File: src/rtl/traffic_demand_sensor_if.sv
// Sensor/light inputs and queue/request outputs of the demand sensor.
// master drives loops and lights; slave is the sensor itself.
interface traffic_demand_sensor_if #(
  parameter int QW = 5
);
  logic          car_ns;
  logic          car_ew;
  logic [2:0]    ns_light;
  logic [2:0]    ew_light;
  logic [QW-1:0] ns_queue;
  logic [QW-1:0] ew_queue;
  logic          high_ns;
  logic          high_ew;
  logic          light_fault;

  modport master (
    output car_ns, car_ew, ns_light, ew_light,
    input  ns_queue, ew_queue, high_ns, high_ew, light_fault
  );

  modport slave (
    input  car_ns, car_ew, ns_light, ew_light,
    output ns_queue, ew_queue, high_ns, high_ew, light_fault
  );
endinterface

File: src/rtl/traffic_demand_sensor.sv
// Per-approach queue estimate from loop sensors and green time,
// with hysteretic high-traffic requests and a sticky light fault.
module traffic_demand_sensor #(
  parameter int QW            = 5,
  parameter int HIGH_ON       = 8,
  parameter int HIGH_OFF      = 3,
  parameter int DEPART_CYCLES = 3
) (
  input  logic                   clk,
  input  logic                   reset,
  traffic_demand_sensor_if.slave bus
);

  localparam logic [QW-1:0] QMAX  = '1;
  localparam logic [QW-1:0] ON_T  = QW'(HIGH_ON);
  localparam logic [QW-1:0] OFF_T = QW'(HIGH_OFF);
  localparam logic [3:0]    DLAST = 4'(DEPART_CYCLES - 1);

  // index 0 is NS, index 1 is EW
  logic [1:0]    car;
  logic [2:0]    lt [2];
  logic [1:0]    s1, s2, s3;
  logic [3:0]    dcnt [2];
  logic [QW-1:0] q [2];
  logic [QW-1:0] q_nx [2];
  logic [1:0]    high, high_nx;
  logic [1:0]    arr, dep, grn;
  logic          fault, fault_now;

  assign car   = {bus.car_ew, bus.car_ns};
  assign lt[0] = bus.ns_light;
  assign lt[1] = bus.ew_light;

  function automatic logic legal(input logic [2:0] l);
    return (l == 3'b100) || (l == 3'b010) || (l == 3'b001);
  endfunction

  // Illegal encodings, or neither approach showing red
  always_comb begin
    fault_now = !legal(bus.ns_light) || !legal(bus.ew_light) ||
                ((bus.ns_light != 3'b100) && (bus.ew_light != 3'b100));
  end

  // Arrival/departure events and the resulting queue and request
  always_comb begin
    arr     = '0;
    dep     = '0;
    grn     = '0;
    high_nx = high;
    q_nx    = q;
    for (int d = 0; d < 2; d++) begin
      arr[d] = s2[d] & ~s3[d];
      grn[d] = (lt[d] == 3'b001) && !fault;
      dep[d] = grn[d] && (dcnt[d] == DLAST);
      if (arr[d] && !dep[d] && (q[d] != QMAX))
        q_nx[d] = q[d] + 1'b1;
      else if (dep[d] && !arr[d] && (q[d] != '0))
        q_nx[d] = q[d] - 1'b1;
      if (q_nx[d] >= ON_T)
        high_nx[d] = 1'b1;
      else if (q_nx[d] <= OFF_T)
        high_nx[d] = 1'b0;
    end
  end

  // Synchronizers, depart counters, queues, requests and fault flag
  always_ff @(posedge clk or posedge reset) begin
    if (reset) begin
      s1    <= '0;
      s2    <= '0;
      s3    <= '0;
      high  <= '0;
      fault <= 1'b0;
      for (int d = 0; d < 2; d++) begin
        dcnt[d] <= '0;
        q[d]    <= '0;
      end
    end else begin
      s1    <= car;
      s2    <= s1;
      s3    <= s2;
      high  <= high_nx;
      fault <= fault | fault_now;
      for (int d = 0; d < 2; d++) begin
        q[d]    <= q_nx[d];
        dcnt[d] <= (grn[d] && !dep[d]) ? dcnt[d] + 4'd1 : 4'd0;
      end
    end
  end

  assign bus.ns_queue    = q[0];
  assign bus.ew_queue    = q[1];
  assign bus.high_ns     = high[0];
  assign bus.high_ew     = high[1];
  assign bus.light_fault = fault;

endmodule

File: src/flat_wrapper.sv
// flat-port wrapper written by rule: the top's interface ports become plain ports
module traffic_demand_sensor_flat 
#(
  parameter int QW            = 5,
  parameter int HIGH_ON       = 8,
  parameter int HIGH_OFF      = 3,
  parameter int DEPART_CYCLES = 3
)
  (clk, reset, bus_car_ns, bus_car_ew, bus_ns_light, bus_ew_light, bus_ns_queue, bus_ew_queue, bus_high_ns, bus_high_ew, bus_light_fault);
  traffic_demand_sensor_if #(.QW(QW)) bus_i ();
  input  logic clk;
  input  logic reset;
  input wire logic [$bits(bus_i.car_ns)-1:0] bus_car_ns;
  input wire logic [$bits(bus_i.car_ew)-1:0] bus_car_ew;
  input wire logic [$bits(bus_i.ns_light)-1:0] bus_ns_light;
  input wire logic [$bits(bus_i.ew_light)-1:0] bus_ew_light;
  output wire logic [$bits(bus_i.ns_queue)-1:0] bus_ns_queue;
  output wire logic [$bits(bus_i.ew_queue)-1:0] bus_ew_queue;
  output wire logic [$bits(bus_i.high_ns)-1:0] bus_high_ns;
  output wire logic [$bits(bus_i.high_ew)-1:0] bus_high_ew;
  output wire logic [$bits(bus_i.light_fault)-1:0] bus_light_fault;
  assign bus_i.car_ns = bus_car_ns;
  assign bus_i.car_ew = bus_car_ew;
  assign bus_i.ns_light = bus_ns_light;
  assign bus_i.ew_light = bus_ew_light;
  assign bus_ns_queue = bus_i.ns_queue;
  assign bus_ew_queue = bus_i.ew_queue;
  assign bus_high_ns = bus_i.high_ns;
  assign bus_high_ew = bus_i.high_ew;
  assign bus_light_fault = bus_i.light_fault;
  traffic_demand_sensor #(.QW(QW), .HIGH_ON(HIGH_ON), .HIGH_OFF(HIGH_OFF), .DEPART_CYCLES(DEPART_CYCLES)) u_core (.clk(clk), .reset(reset), .bus(bus_i));
endmodule
File: config.mk
export PLATFORM = sky130hd
export DESIGN_NAME = traffic_demand_sensor_flat
export DESIGN_NICKNAME = d
export VERILOG_FILES = /design/src/rtl/traffic_demand_sensor_if.sv /design/src/rtl/traffic_demand_sensor.sv /design/src/flat_wrapper.sv
export SDC_FILE = /design/constraint.sdc
export NUM_CORES = 1
export LEC_CHECK = 0
export ABC_AREA = 0
export BUFFER_PORTS_ARGS = -buffer_cell sky130_fd_sc_hd__buf_2
export CORE_ASPECT_RATIO = 1.5
export CORE_MARGIN = 2
export CORE_UTILIZATION = 59
export DETAILED_ROUTE_END_ITERATION = 8
export PLACE_DENSITY = 0.94
export SLEW_MARGIN = 20
export SYNTH_ARGS = -nofsm -noshare
export SYNTH_HDL_FRONTEND = slang
export SYNTH_SLANG_ARGS = --single-unit
File: constraint.sdc
create_clock -name clk -period 3.7 [get_ports clk]
set_input_delay 0.37 -clock clk [delete_from_list [all_inputs] [get_ports clk]]
set_output_delay 0.37 -clock clk [all_outputs]
set_load 0.005 [all_outputs]
==> results of run 1 <==
==> flip-flops by register name (all words and copies together) (netlist names) <==
register / cells
u_core.high: 2
u_core.bus.ns_queue: 5
u_core.s2: 2
u_core.dcnt: 8
u_core.s3: 2
u_core.s1: 2
u_core.bus.light_fault: 1
u_core.bus.ew_queue: 5
==> logic make-up (layout without fill, tap and decap cells) <==
family	Yosys count	after routing	synth area share (%)
simple gates	46	46	20.6
mux	6	6	4.30
buf+inv	9	35	2.37
xor+xnor	11	11	6.75
flops	27	27	47.4
compound gates	17	17	9.82
fa+ha+maj	10	10	8.77
==> layout make-up <==
type / instances / area, um^2 / area share (%)
Clock buffer: 3 / 22.5 / 1.41
Clock inverter: 1 / 5.00 / 0.314
Tap cell: 23 / 28.8 / 1.81
Inverter: 9 / 33.8 / 2.12
Multi-Input combinational cell: 90 / 717 / 45.0
Timing Repair Buffer: 22 / 110 / 6.91
Sequential cell: 27 / 676 / 42.4
==> per-layer routing <==
metal	up-vias	global-route usage (%)	wire (um)
li1	497	-	-
met1	486	24.0	1020
met2	26	38.2	1460
met3	4	1.69	81
met4	0	9.09	40
met5	-	0	0
==> layout by cell type (no fill, tap or decap), drive strengths merged, types with 2 or more instances in the layout <==
cell and instances:
o311ai 2, buf 22, o21ai 5, or4b 2, nand2 4, nand2b 3, nor2 14, nor3 3
a21boi 2, clkinv 2, nand3 3, nor3b 2, or3b 4, dfrtp 27, nand3b 3, xnor2 6
mux2i 5, inv 8, a211o 2, xor2 5, ha 10, clkbuf 3, and3 4
==> worst register-to-register path, stage by stage (launching register included) <==
cell and delay [ns]:
dfrtp_1 0.47, ha_1 0.25, and3_1 0.18, ha_1 0.17, nor3b_1 0.33, o21a_4 0.23, a22oi_2 0.08, xnor2_1 0.16
a211o_1 0.28
==> per-stage QoR <==
stage	instance area (um^2)	cells	total power (uW)	hold slack (ns)	setup slack (ns)
CTS	1590	175	909	0.137	1.46
global route	1590	175	974	0.123	1.31
detailed placement	1570	171	785	0.354	1.48
global placement	1570	171	754	0.334	1.55
floorplan	1430	126	654	0.331	1.67
finish	1590	175	899	0.110	1.45
==> final timing paths <==
path | start | to | slack [ns] | cells past startpoint
min reg2reg | u_core.s1[1] | u_core.s2[1] | 0.38 | 0
max | u_core.bus.ew_queue[0] | u_core.high[1] | 1.45 | 8
min | reset | u_core.bus.ew_queue[3] | 0.11 | 2
max in group asynchronous | reset | u_core.dcnt[5] | 3.17 | 2
max reg2reg | u_core.bus.ew_queue[0] | u_core.high[1] | 1.45 | 8
min in group clk | bus_car_ew | u_core.s1[1] | 0.15 | 1
==> power by group through the flow <==
stage / combinational (uW) / sequential, uW / clock, uW
3_5_place_dp: 327 / 459 / 0
4_1_cts: 328 / 453 / 128
3_3_place_gp: 306 / 448 / 0
2_1_floorplan: 206 / 448 / 0
6_report: 324 / 454 / 121
5_1_grt: 366 / 466 / 141
==> summary.md, run 1 <==
| Metric | Value |
|---|---|
| Post-synth top area cell | `dfrtp_1` |
| Sw power | `328 uW` |
| FMAX | `0.444 GHz` |
| Clk sink count | `27` |
| Final core utilization | `70.5%` |
| Final #Nets | `173` |
| Ratio of final minimum period to clock period | `60.8%` |
| Total routed wirelength | `2600 um` |
| Pin count of the biggest net entering global routing | `28` |
| Vias/cell | `5.79` |
| WP buf/inv | `0` |
| GRT Util Overall | `21.0%` |
| Yosys warns | `0` |
| Detailed Place HPWL | `2100 um` |
| Post-synth net total | `146` |
| Peak VDD IR | `0.000383 V` |
| 1st-iter DRT viols | `13` |
| Post_cts resized | `0` |
| Placement Rows | `21` |
| Fin. Hold Viols | `0` |
| #FFs+latches synth | `27` |
| PortBufs | `22` |
| CTS tree | `yes` |
| N_diodes | `0` |
| Grt ovf | `0` |
| Worst EP arrival | `2.46 ns` |
| Worst path required time | `3.91 ns` |
| TritonCTS buffer count | `3` |
| Clock power frac | `13.5%` |
| Sw frac | `36.5%` |
| Largest cells by area after synthesis | `dfrtp_1 47%, ha_1 8.8%, xnor2_1 3.7%` |
| WL per Instance | `14.9 um` |
| Outcome | `finished, final reports clean` |
| H-tree depth | `1` |
| Crit path kind | `reg -> reg` |
| Effective utilization at floorplan | `63.1%` |
| Die Area | `0.00283 mm^2` |
| Commonest cells in the netlist | `27 x dfrtp_1, 13 x nor2_1, 10 x ha_1, 9 x inv_1, 6 x xnor2_1` |
| Cell Chain, Critical Path | `ha_1 > and3_1 > ha_1 > nor3b_1 > o21a_4 > a22oi_2 > xnor2_1 > a211o_1` |
| Hold/Removal Path Class | `in -> async` |
| Routed vias | `1013` |
| Top FF cell, synth | `dfrtp_1` |
| DRC | `0` |
| Worst-Skew Late Latency | `0.32 ns` |
| Crit-path max FO | `6` |
| Clock transition at path regs | `0.14 ns` |
| Sequential power share | `50.5%` |
| Slew margin rel. | `39.8%` |
| Slowest CP cell | `dfrtp_1` |
| Critical path launch point type | `register` |
| Crit-path max cell delay | `0.47 ns` |
| RD Place Congestion | `0.845` |
| Clock skew | `0.00835 ns` |
| RSZ-0062 raised after global routing | `no` |
| Crit path top cell by count | `ha_1` |
| CTS max path bufs | `2` |
| Logic gate share of total power | `36.0%` |
| Layout area overhead | `11.7%` |
| Boundary Pins | `23` |
| Vias in the first global route | `1058` |
| Hold_buf cts | `0` |
| # fillers | `161` |
| Final setup violating endpoints | `0` |
| Async set-or-reset flop fraction in the synthesized netlist | `100%` |
| Mapped cell area | `0.00143 mm^2` |
| Initial antenna violation count | `0` |
| Die Ht | `64.2 um` |
| EDFF count, synth | `0` |
| Final min period | `2.25 ns` |
| Synth Instances | `126` |
| Root Driver | `clkbuf_4` |
| Cell Int Power | `571 uW` |
| First-pass GRT wire length | `4470 um` |
| Max Cap Viol | `0` |
| ANT nets after route | `0` |
| Worst Tran Pin Value | `0.898 ns` |
| Pwr Density | `564 mW/mm^2` |
| Crit path capture type | `register` |
| Sequential element share of the synthesized area | `47.4%` |
| Final Max Slew Viols | `0` |
| 1st-pass router iterations | `4` |
| CP top delay family | `compound AO/OA/AOI/OAI gates` |
| Synth cell types | `33` |
| Total core area | `0.00226 mm^2` |
| Post-CTS setup buffer count | `0` |
| Most frequent cell after synthesis | `dfrtp_1` |
| Setup TNS Final | `0 ns` |
| Die X | `44.1 um` |
| Share of layout cells above drive strength 1 | `25.0%` |
| Mapped Avg Cell Area | `11.3 um^2` |
| Lkg Pwr | `0.000723 uW` |
| Post-synth top area share | `47.4%` |
Note: power is estimated with default switching activity, not from simulation.
==> inputs of run 2 (changes only) <==
--- a/config.mk
+++ b/config.mk
@@ -5,13 +5,13 @@
 export SDC_FILE = /design/constraint.sdc
 export NUM_CORES = 1
 export LEC_CHECK = 0
-export ABC_AREA = 0
+export ABC_AREA = 1
 export BUFFER_PORTS_ARGS = -buffer_cell sky130_fd_sc_hd__buf_2
 export CORE_ASPECT_RATIO = 1.5
 export CORE_MARGIN = 2
-export CORE_UTILIZATION = 59
+export CORE_UTILIZATION = 56
 export DETAILED_ROUTE_END_ITERATION = 8
-export PLACE_DENSITY = 0.94
+export PLACE_DENSITY = 0.89
 export SLEW_MARGIN = 20
 export SYNTH_ARGS = -nofsm -noshare
 export SYNTH_HDL_FRONTEND = slang
==> constraint.sdc (replaced) <==
create_clock -name clk -period 2.3 [get_ports clk]
set_input_delay 0.23 -clock clk [delete_from_list [all_inputs] [get_ports clk]]
set_output_delay 0.23 -clock clk [all_outputs]
set_load 0.005 [all_outputs]
==> run 2 against run 1 <==
  * Fmax grew 26%
  * Non-clock buffer count rose by 2
  * Synthesized cell count grew 51%
  * Synthesized area rose by 13%
  * Cell area grew 14%
  * Sequential power increased by 59%
  * Register-to-register slack got worse by 0.94 ns
  * Combinational power is 81% higher
  * Cell count rose by 45%
  * Critical path depth is the same
  * Sequential share of layout area is 5.3 points lower
==> summary.md, run 2 <==
| Metric | Value |
|---|---|
| Outcome | `finished, final reports clean` |
| CTS max path bufs | `2 (unchanged)` |
| Post-synth top area cell | `dfrtp_1` |
| Setup TNS Final | `0 ns (unchanged)` |
| Logic gate share of total power | `36.8% (+0.8 points)` |
| Effective utilization at floorplan | `59.5% (-3.6 points)` |
| Root Driver | `clkbuf_8` |
| Most common cell after layout, fill and taps aside | `nand2_1` |
| Sw frac | `39.1% (+2.6 points)` |
| N_diodes | `0 (unchanged)` |
| Cell Int Power | `971 uW (+70%)` |
| Die Ht | `69.7 um (+8.5%)` |
| Boundary Pins | `23 (unchanged)` |
| R2R Setup Slk | `0.51 ns (-0.94 ns)` |
| Number of flip-flops in the largest register | `8 (unchanged)` |
| Slew margin rel. | `78.2% (+38 points)` |
| TritonCTS buffer count | `3 (unchanged)` |
| Detailed Place HPWL | `2200 um (+4.6%)` |
| Total routed wirelength | `2860 um (+10%)` |
| Crit path capture type | `register` |
| Clock power frac | `18.1% (+4.6 points)` |
| Ratio of final minimum period to clock period | `77.9% (+17 points)` |
| Lkg Pwr | `0.000913 uW (+26%)` |
| Crit-path max FO | `7 (+1)` |
| Vias/cell | `5.03 (-13%)` |
| Placement Rows | `23 (+9.5%)` |
| RR Startpoint | `u_core.bus.ew_queue[0]` |
| Mapped cell area | `0.00161 mm^2 (+13%)` |
| Worst Tran Pin Value | `0.327 ns (-0.571 ns)` |
| First-pass GRT wire length | `5030 um (+13%)` |
| Routed vias | `1277 (+26%)` |
| Die Area | `0.00333 mm^2 (+17%)` |
| Final Max Slew Viols | `0 (unchanged)` |
| EDFF count, synth | `0 (unchanged)` |
| Commonest cells in the netlist | `34 x nand2_1, 27 x dfrtp_1, 24 x inv_1, 18 x nor2_1, 17 x nand3_1` |
| Clock skew | `0.00571 ns (-0.00264 ns)` |
| Clock transition at path regs | `0.10 ns (-0.04 ns)` |
| Top FF cell, synth | `dfrtp_1` |
| Post-synth top area share | `42.0% (-5.4 points)` |
| Synth Instances | `190 (+51%)` |
| Worst r2r dst | `u_core.high[1]` |
| Cell Chain, Critical Path | `ha_1 > nand2_1 > nor2_1 > ha_1 > nor2_2 > nand2_4 > a31oi_1 > nand3_1` |
| Sequential power share | `45.1% (-5.4 points)` |
| RSZ-0062 raised after global routing | `no` |
| Post-route cell area | `0.00182 mm^2 (+14%)` |
| Vias in the first global route | `1208 (+14%)` |
| Async set-or-reset flop fraction in the synthesized netlist | `100% (unchanged)` |
| Reg2Reg Depth | `8 (unchanged)` |
| Total core area | `0.00271 mm^2 (+20%)` |
| DP Area | `0.00176 mm^2 (+13%)` |
| Max Cap Viol | `0 (unchanged)` |
| Sequential element share of the synthesized area | `42.0% (-5.4 points)` |
| Pin count of the biggest net entering global routing | `28 (unchanged)` |
| DRC | `0 (unchanged)` |
| Final #Nets | `238 (+38%)` |
| RD Place Congestion | `0.856 (+1.3%)` |
| Worst EP arrival | `1.96 ns (-0.50 ns)` |
| Crit path top cell by count | `ha_1` |
| Die X | `47.8 um (+8.2%)` |
| Layout area overhead | `13.2%` |
| ANT nets after route | `0 (unchanged)` |
| Initial antenna violation count | `0 (unchanged)` |
| Hold/Removal Path Class | `in -> reg` |
| CTS tree | `yes` |
| Most frequent cell after synthesis | `nand2_1` |
| Grt ovf | `0 (unchanged)` |
| Final setup violating endpoints | `0 (unchanged)` |
| Share of layout cells above drive strength 1 | `26.7% (+1.7 points)` |
| 1st-iter DRT viols | `22 (+9)` |
| Slowest CP cell | `dfrtp_1` |
| Top reg by flops | `u_core.dcnt` |
| #FFs+latches synth | `27 (unchanged)` |
| Critical path launch point type | `register` |
| Worst-Skew Late Latency | `0.28 ns (-0.04 ns)` |
| Clk sink count | `27 (unchanged)` |
| FMAX | `0.558 GHz (+26%)` |
| Crit path kind | `reg -> reg` |
| H-tree depth | `1 (unchanged)` |
| Fin. Hold Viols | `0 (unchanged)` |
| Crit-path max cell delay | `0.46 ns (about the same)` |
| 1st-pass router iterations | `4 (unchanged)` |
| Final min period | `1.79 ns (-0.459 ns)` |
| CP Launch Point | `u_core.bus.ew_queue[0]` |
| Synth cell types | `28 (-15%)` |
| Pwr Density | `876 mW/mm^2 (+55%)` |
| Most frequent cells in the layout | `34 x nand2_1, 27 x dfrtp_1, 24 x inv_1` |
| Worst path required time | `2.47 ns (-1.44 ns)` |
| Yosys warns | `0 (unchanged)` |
| PortBufs | `22 (unchanged)` |
| WL per Instance | `11.3 um (-24%)` |
| GRT Util Overall | `20.3% (-0.73 points)` |
| Sw power | `624 uW (+90%)` |
| Peak VDD IR | `0.000524 V (+37%)` |
| Post-synth net total | `210 (+44%)` |
| Mapped Avg Cell Area | `8.47 um^2 (-25%)` |
| CP Capture Point | `u_core.high[1]` |
| Largest cells by area after synthesis | `dfrtp_1 42%, nand2_1 7.9%, ha_1 7.8%` |
[run 2: cell types whose count changed in the layout (fill, tap and decap cells not counted), moves of 5 or more]
cell and delta:
inv_2 +5, mux2i_1 -5, nand3_1 +14, nor2_1 +5, nand2_1 +30, inv_1 +16
nand2_2 +8, nor2_2 +5
[run 2: worst min-delay path by stage]
stage / slack, ns / from / cells past startpoint / endpoint
2_1_floorplan: 0.26 / bus_car_ns / 0 / u_core.s1[0]
3_3_place_gp: 0.30 / reset / 3 / u_core.s1[1]
3_5_place_dp: 0.31 / reset / 3 / u_core.s1[1]
4_1_cts: 0.04 / bus_car_ew / 1 / u_core.s1[1]
5_1_grt: 0.03 / bus_car_ew / 1 / u_core.s1[1]
6_report: 0.04 / bus_car_ew / 1 / u_core.s1[1]
[run 2: cell families (layout without fill, tap and decap cells)]
kind of cell | after synthesis | count (layout) | synth area share, %
adders and majority gates | 10 | 10 | 7.78
DFF | 27 | 27 | 42.0
xor gates and xnor gates | 10 | 10 | 5.44
AOI/OAI and AO/OA | 12 | 12 | 4.43
and+or+nand+nor | 100 | 100 | 32.7
buffers and inverters | 31 | 58 | 7.70
[run 2: repair_timing]
action                                 CTS  global route
gates resized for setup                  0             0
buffers inserted                         0             0
hold buffers                             1             0
endpoints found under the hold margin   25             0
[run 2: metal layers]
layer | global-route usage, % | vias to the layer above | wire length (um)
met4 | 9.01 | 0 | 63
met3 | 3.13 | 5 | 90
met1 | 24.5 | 594 | 1170
li1 | - | 647 | -
met2 | 33.5 | 31 | 1540
met5 | 0 | - | 0
[run 2: final cells by class]
type	count	area [um^2]
Sequential cell	27	676
Fill cell	254	883
Multi-Input combinational cell	132	810
Inverter	30	113
Clock inverter	1	8.76
Clock buffer	3	41.3
Timing Repair Buffer	24	128
Tap cell	37	46.3
[run 2: power by group through the flow]
stage                     Clock, uW  Sequential (uW)  Combinational (uW)
after floorplan                   0              704                 425
after global placement            0              717                 569
after detailed placement          0              727                 586
after CTS                       294              718                 594
after global routing            315              745                 677
final                           289              720                 586
[run 2: stage by stage]
step                cells  setup slack [ns]  util (%)  total power [uW]  hold slack (ns)
floorplan             190             0.690         -              1130            0.261
global placement      249             0.532      65.1              1290            0.302
detailed placement    249             0.520      65.1              1310            0.306
CTS                   254             0.485      67.3              1610           0.0396
global route          254             0.323      67.3              1740           0.0293
finish                254             0.508      67.3              1600           0.0403
[run 2: worst max-delay path: cells and delay by family, from the launching register on]
kind | cells | cell delay [ns]
AOI/OAI and AO/OA | 1 | 0.25
adders and majority gates | 2 | 0.43
DFF | 1 | 0.46
and+or+nand+nor | 5 | 0.54
==> inputs of run 3 (changes only) <==
==> constraint.sdc (replaced) <==
create_clock -name clk -period 1.81 [get_ports clk]
set_input_delay 0.181 -clock clk [delete_from_list [all_inputs] [get_ports clk]]
set_output_delay 0.181 -clock clk [all_outputs]
set_load 0.005 [all_outputs]
==> run 3 against run 2 <==
  * Clock skew rose by 0.00079 ns
  * Flip-flop and latch count did not move
  * Setup slack got worse by 0.37 ns
  * Sequential power rose by 20%
  * Hold slack improved by 0.18 ns
  * Global-route usage rose by 0.27 points
  * Cell count rose by 2.8%
  * Fmax rose by 7.2%
==> summary.md, run 3 (synthesis results as in run 2) <==
| Metric | Value |
|---|---|
| H-tree depth | `1 (unchanged)` |
| Share of layout cells above drive strength 1 | `29.9% (+3.2 points)` |
| Hold depth | `3 (+2)` |
| Placement Rows | `23 (unchanged)` |
| Pwr Density | `1120 mW/mm^2 (+28%)` |
| RSZ-0062 raised after global routing | `no` |
| Cell Chain, Critical Path | `ha_1 > nand2_1 > nor2_1 > ha_1 > nor2_2 > nand2_4 > nand3_1 > nand2_1 > a21oi_1 > nand2_1` |
| Total routed wirelength | `2940 um (+2.9%)` |
| Clk sink count | `27 (unchanged)` |
| Detailed Place HPWL | `2250 um (+2.5%)` |
| Number of flip-flops in the largest register | `8 (unchanged)` |
| DRC | `0 (unchanged)` |
| Clock transition at path regs | `0.09 ns (about the same)` |
| Reg2Reg Depth | `10 (+2)` |
| PortBufs | `22 (unchanged)` |
| Setup TNS Final | `0 ns (unchanged)` |
| Layout area overhead | `17.9%` |
| Dpl ws | `0.0803 ns (-0.439 ns)` |
| Top reg by flops | `u_core.dcnt` |
| CP top delay family | `simple AND/OR/NAND/NOR gates` |
| TritonCTS buffer count | `3 (unchanged)` |
| Worst-Skew Late Latency | `0.28 ns (about the same)` |
| RD Place Congestion | `0.833 (-2.7%)` |
| Clock skew | `0.00650 ns (+0.000786 ns)` |
| Hold/Removal Path Class | `in -> reg` |
| 1st-pass router iterations | `4 (unchanged)` |
| Die Area | `0.00333 mm^2 (unchanged)` |
| Lkg Pwr | `0.000944 uW (+3.4%)` |
| Die X | `47.8 um (unchanged)` |
| Boundary Pins | `23 (unchanged)` |
| Ratio of final minimum period to clock period | `92.3% (+14 points)` |
| Final Power | `2120 uW (+33%)` |
| Crit path kind | `reg -> reg` |
| Final min period | `1.67 ns (-0.121 ns)` |
| Final setup violating endpoints | `0 (unchanged)` |
| First-pass GRT wire length | `5030 um (unchanged)` |
| # fillers | `234 (-7.9%)` |
| Final Max Slew Viols | `0 (unchanged)` |
| 1st-iter DRT viols | `7 (-68%)` |
| Peak VDD IR | `0.00106 V (+100%)` |
| Vias in the first global route | `1297 (+7.4%)` |
| Slowest CP cell | `dfrtp_1` |
| Initial antenna violation count | `0 (unchanged)` |
| Routed vias | `1320 (+3.4%)` |
| CTS tree | `yes` |
| Worst Tran Pin Value | `0.332 ns (+0.00479 ns)` |
| RR Startpoint | `u_core.bus.ns_queue[0]` |
| Max Cap Viol | `0 (unchanged)` |
| Total core area | `0.00271 mm^2 (unchanged)` |
| Most frequent cells in the layout | `34 x nand2_1, 26 x dfrtp_1, 24 x inv_1` |
| Hold path startpoint | `bus_ns_light[1]` |
| WP buf/inv | `0 (unchanged)` |
| Effective utilization at floorplan | `59.5% (unchanged)` |
| Critical path launch point type | `register` |
| Fin. Hold Viols | `0 (unchanged)` |
| Most common cell after layout, fill and taps aside | `nand2_1` |
| Crit path capture type | `register` |
| Worst Hold Path EP | `u_core.bus.light_fault` |
| N_diodes | `0 (unchanged)` |
| R2R Setup Slk | `0.14 ns (-0.37 ns)` |
| Crit-path max cell delay | `0.42 ns (-0.04 ns)` |
| Worst EP arrival | `1.84 ns (-0.12 ns)` |
| Pin count of the biggest net entering global routing | `28 (unchanged)` |
| GRT Util Overall | `20.6% (+0.27 points)` |
| Worst path required time | `1.98 ns (-0.49 ns)` |
| Final #Nets | `245 (+2.9%)` |
| WL per Instance | `11.3 um (+0.11%)` |
| Worst r2r dst | `u_core.high[0]` |
| FMAX | `0.598 GHz (+7.2%)` |
| Final Worst Setup Slack | `0.139 ns (-0.369 ns)` |
| Crit path top cell by count | `nand2_1` |
| CTS max path bufs | `2 (unchanged)` |
| Vias/cell | `5.06 (+0.59%)` |
| Grt ovf | `0 (unchanged)` |
| Slew margin rel. | `77.9% (-0.32 points)` |
| Die Ht | `69.7 um (unchanged)` |
| ANT nets after route | `0 (unchanged)` |
| Outcome | `finished, final reports clean` |
| Crit-path max FO | `8 (+1)` |
| Root Driver | `clkbuf_8` |
run 3: stage by stage:
step	utilization, %	std cells	hold WS, ns	area (um^2)
final	70.1	261	0.217	1900
after global routing	70.1	261	0.212	1900
after CTS	68.9	259	0.205	1860
after detailed placement	66.0	252	0.259	1780
after global placement	66.0	252	0.256	1780
after floorplan	-	190	0.212	1610
run 3: repair_timing:
action                                  4_1_cts  5_1_grt
resized for setup                             0        5
buffers inserted                              0        2
endpoints found under the setup margin        0        4
hold buffers                                  3        0
hold endpoints to repair                     29        0
run 3: worst max path at each step:
stage	slack, ns	end	depth (start not counted)	startpoint
final	0.14	u_core.high[0]	10	u_core.bus.ns_queue[0]
after global routing	0.009	u_core.high[0]	10	u_core.bus.ns_queue[0]
after CTS	0.05	u_core.high[1]	8	u_core.bus.ew_queue[1]
after detailed placement	0.08	u_core.high[1]	8	u_core.bus.ew_queue[1]
after global placement	0.08	u_core.high[1]	8	u_core.bus.ew_queue[1]
after floorplan	0.20	u_core.high[1]	8	u_core.bus.ew_queue[0]
run 3: tightest hold or removal path, stage by stage:
cell	delay (ns)
buf_2	0.10
nor3_1	0.05
o22ai_1	0.11
run 3: per-layer routing:
layer  wire length (um)  share of wire, %  track usage, %  vias to the layer above
met5                  0                 0               0                        -
met4                 74               2.5            10.2                        0
met3                 92               3.1            3.65                        7
met2               1630                55            36.1                       27
met1               1150                39            21.4                      627
li1                   -                 -               -                      659
run 3: power by group:
group / switching [uW] / internal [uW]
registers: 128 / 737
clock network: 200 / 162
logic: 481 / 415
total: 809 / 1310
run 3: layout make-up:
class | count | area (um^2) | area share, %
Multi-Input combinational cell | 132 | 826 | 43.5
Sequential cell | 27 | 677 | 35.7
Timing Repair Buffer | 31 | 185 | 9.76
Inverter | 30 | 113 | 5.94
Tap cell | 37 | 46.3 | 2.44
Clock buffer | 3 | 41.3 | 2.18
Clock inverter | 1 | 8.76 | 0.462
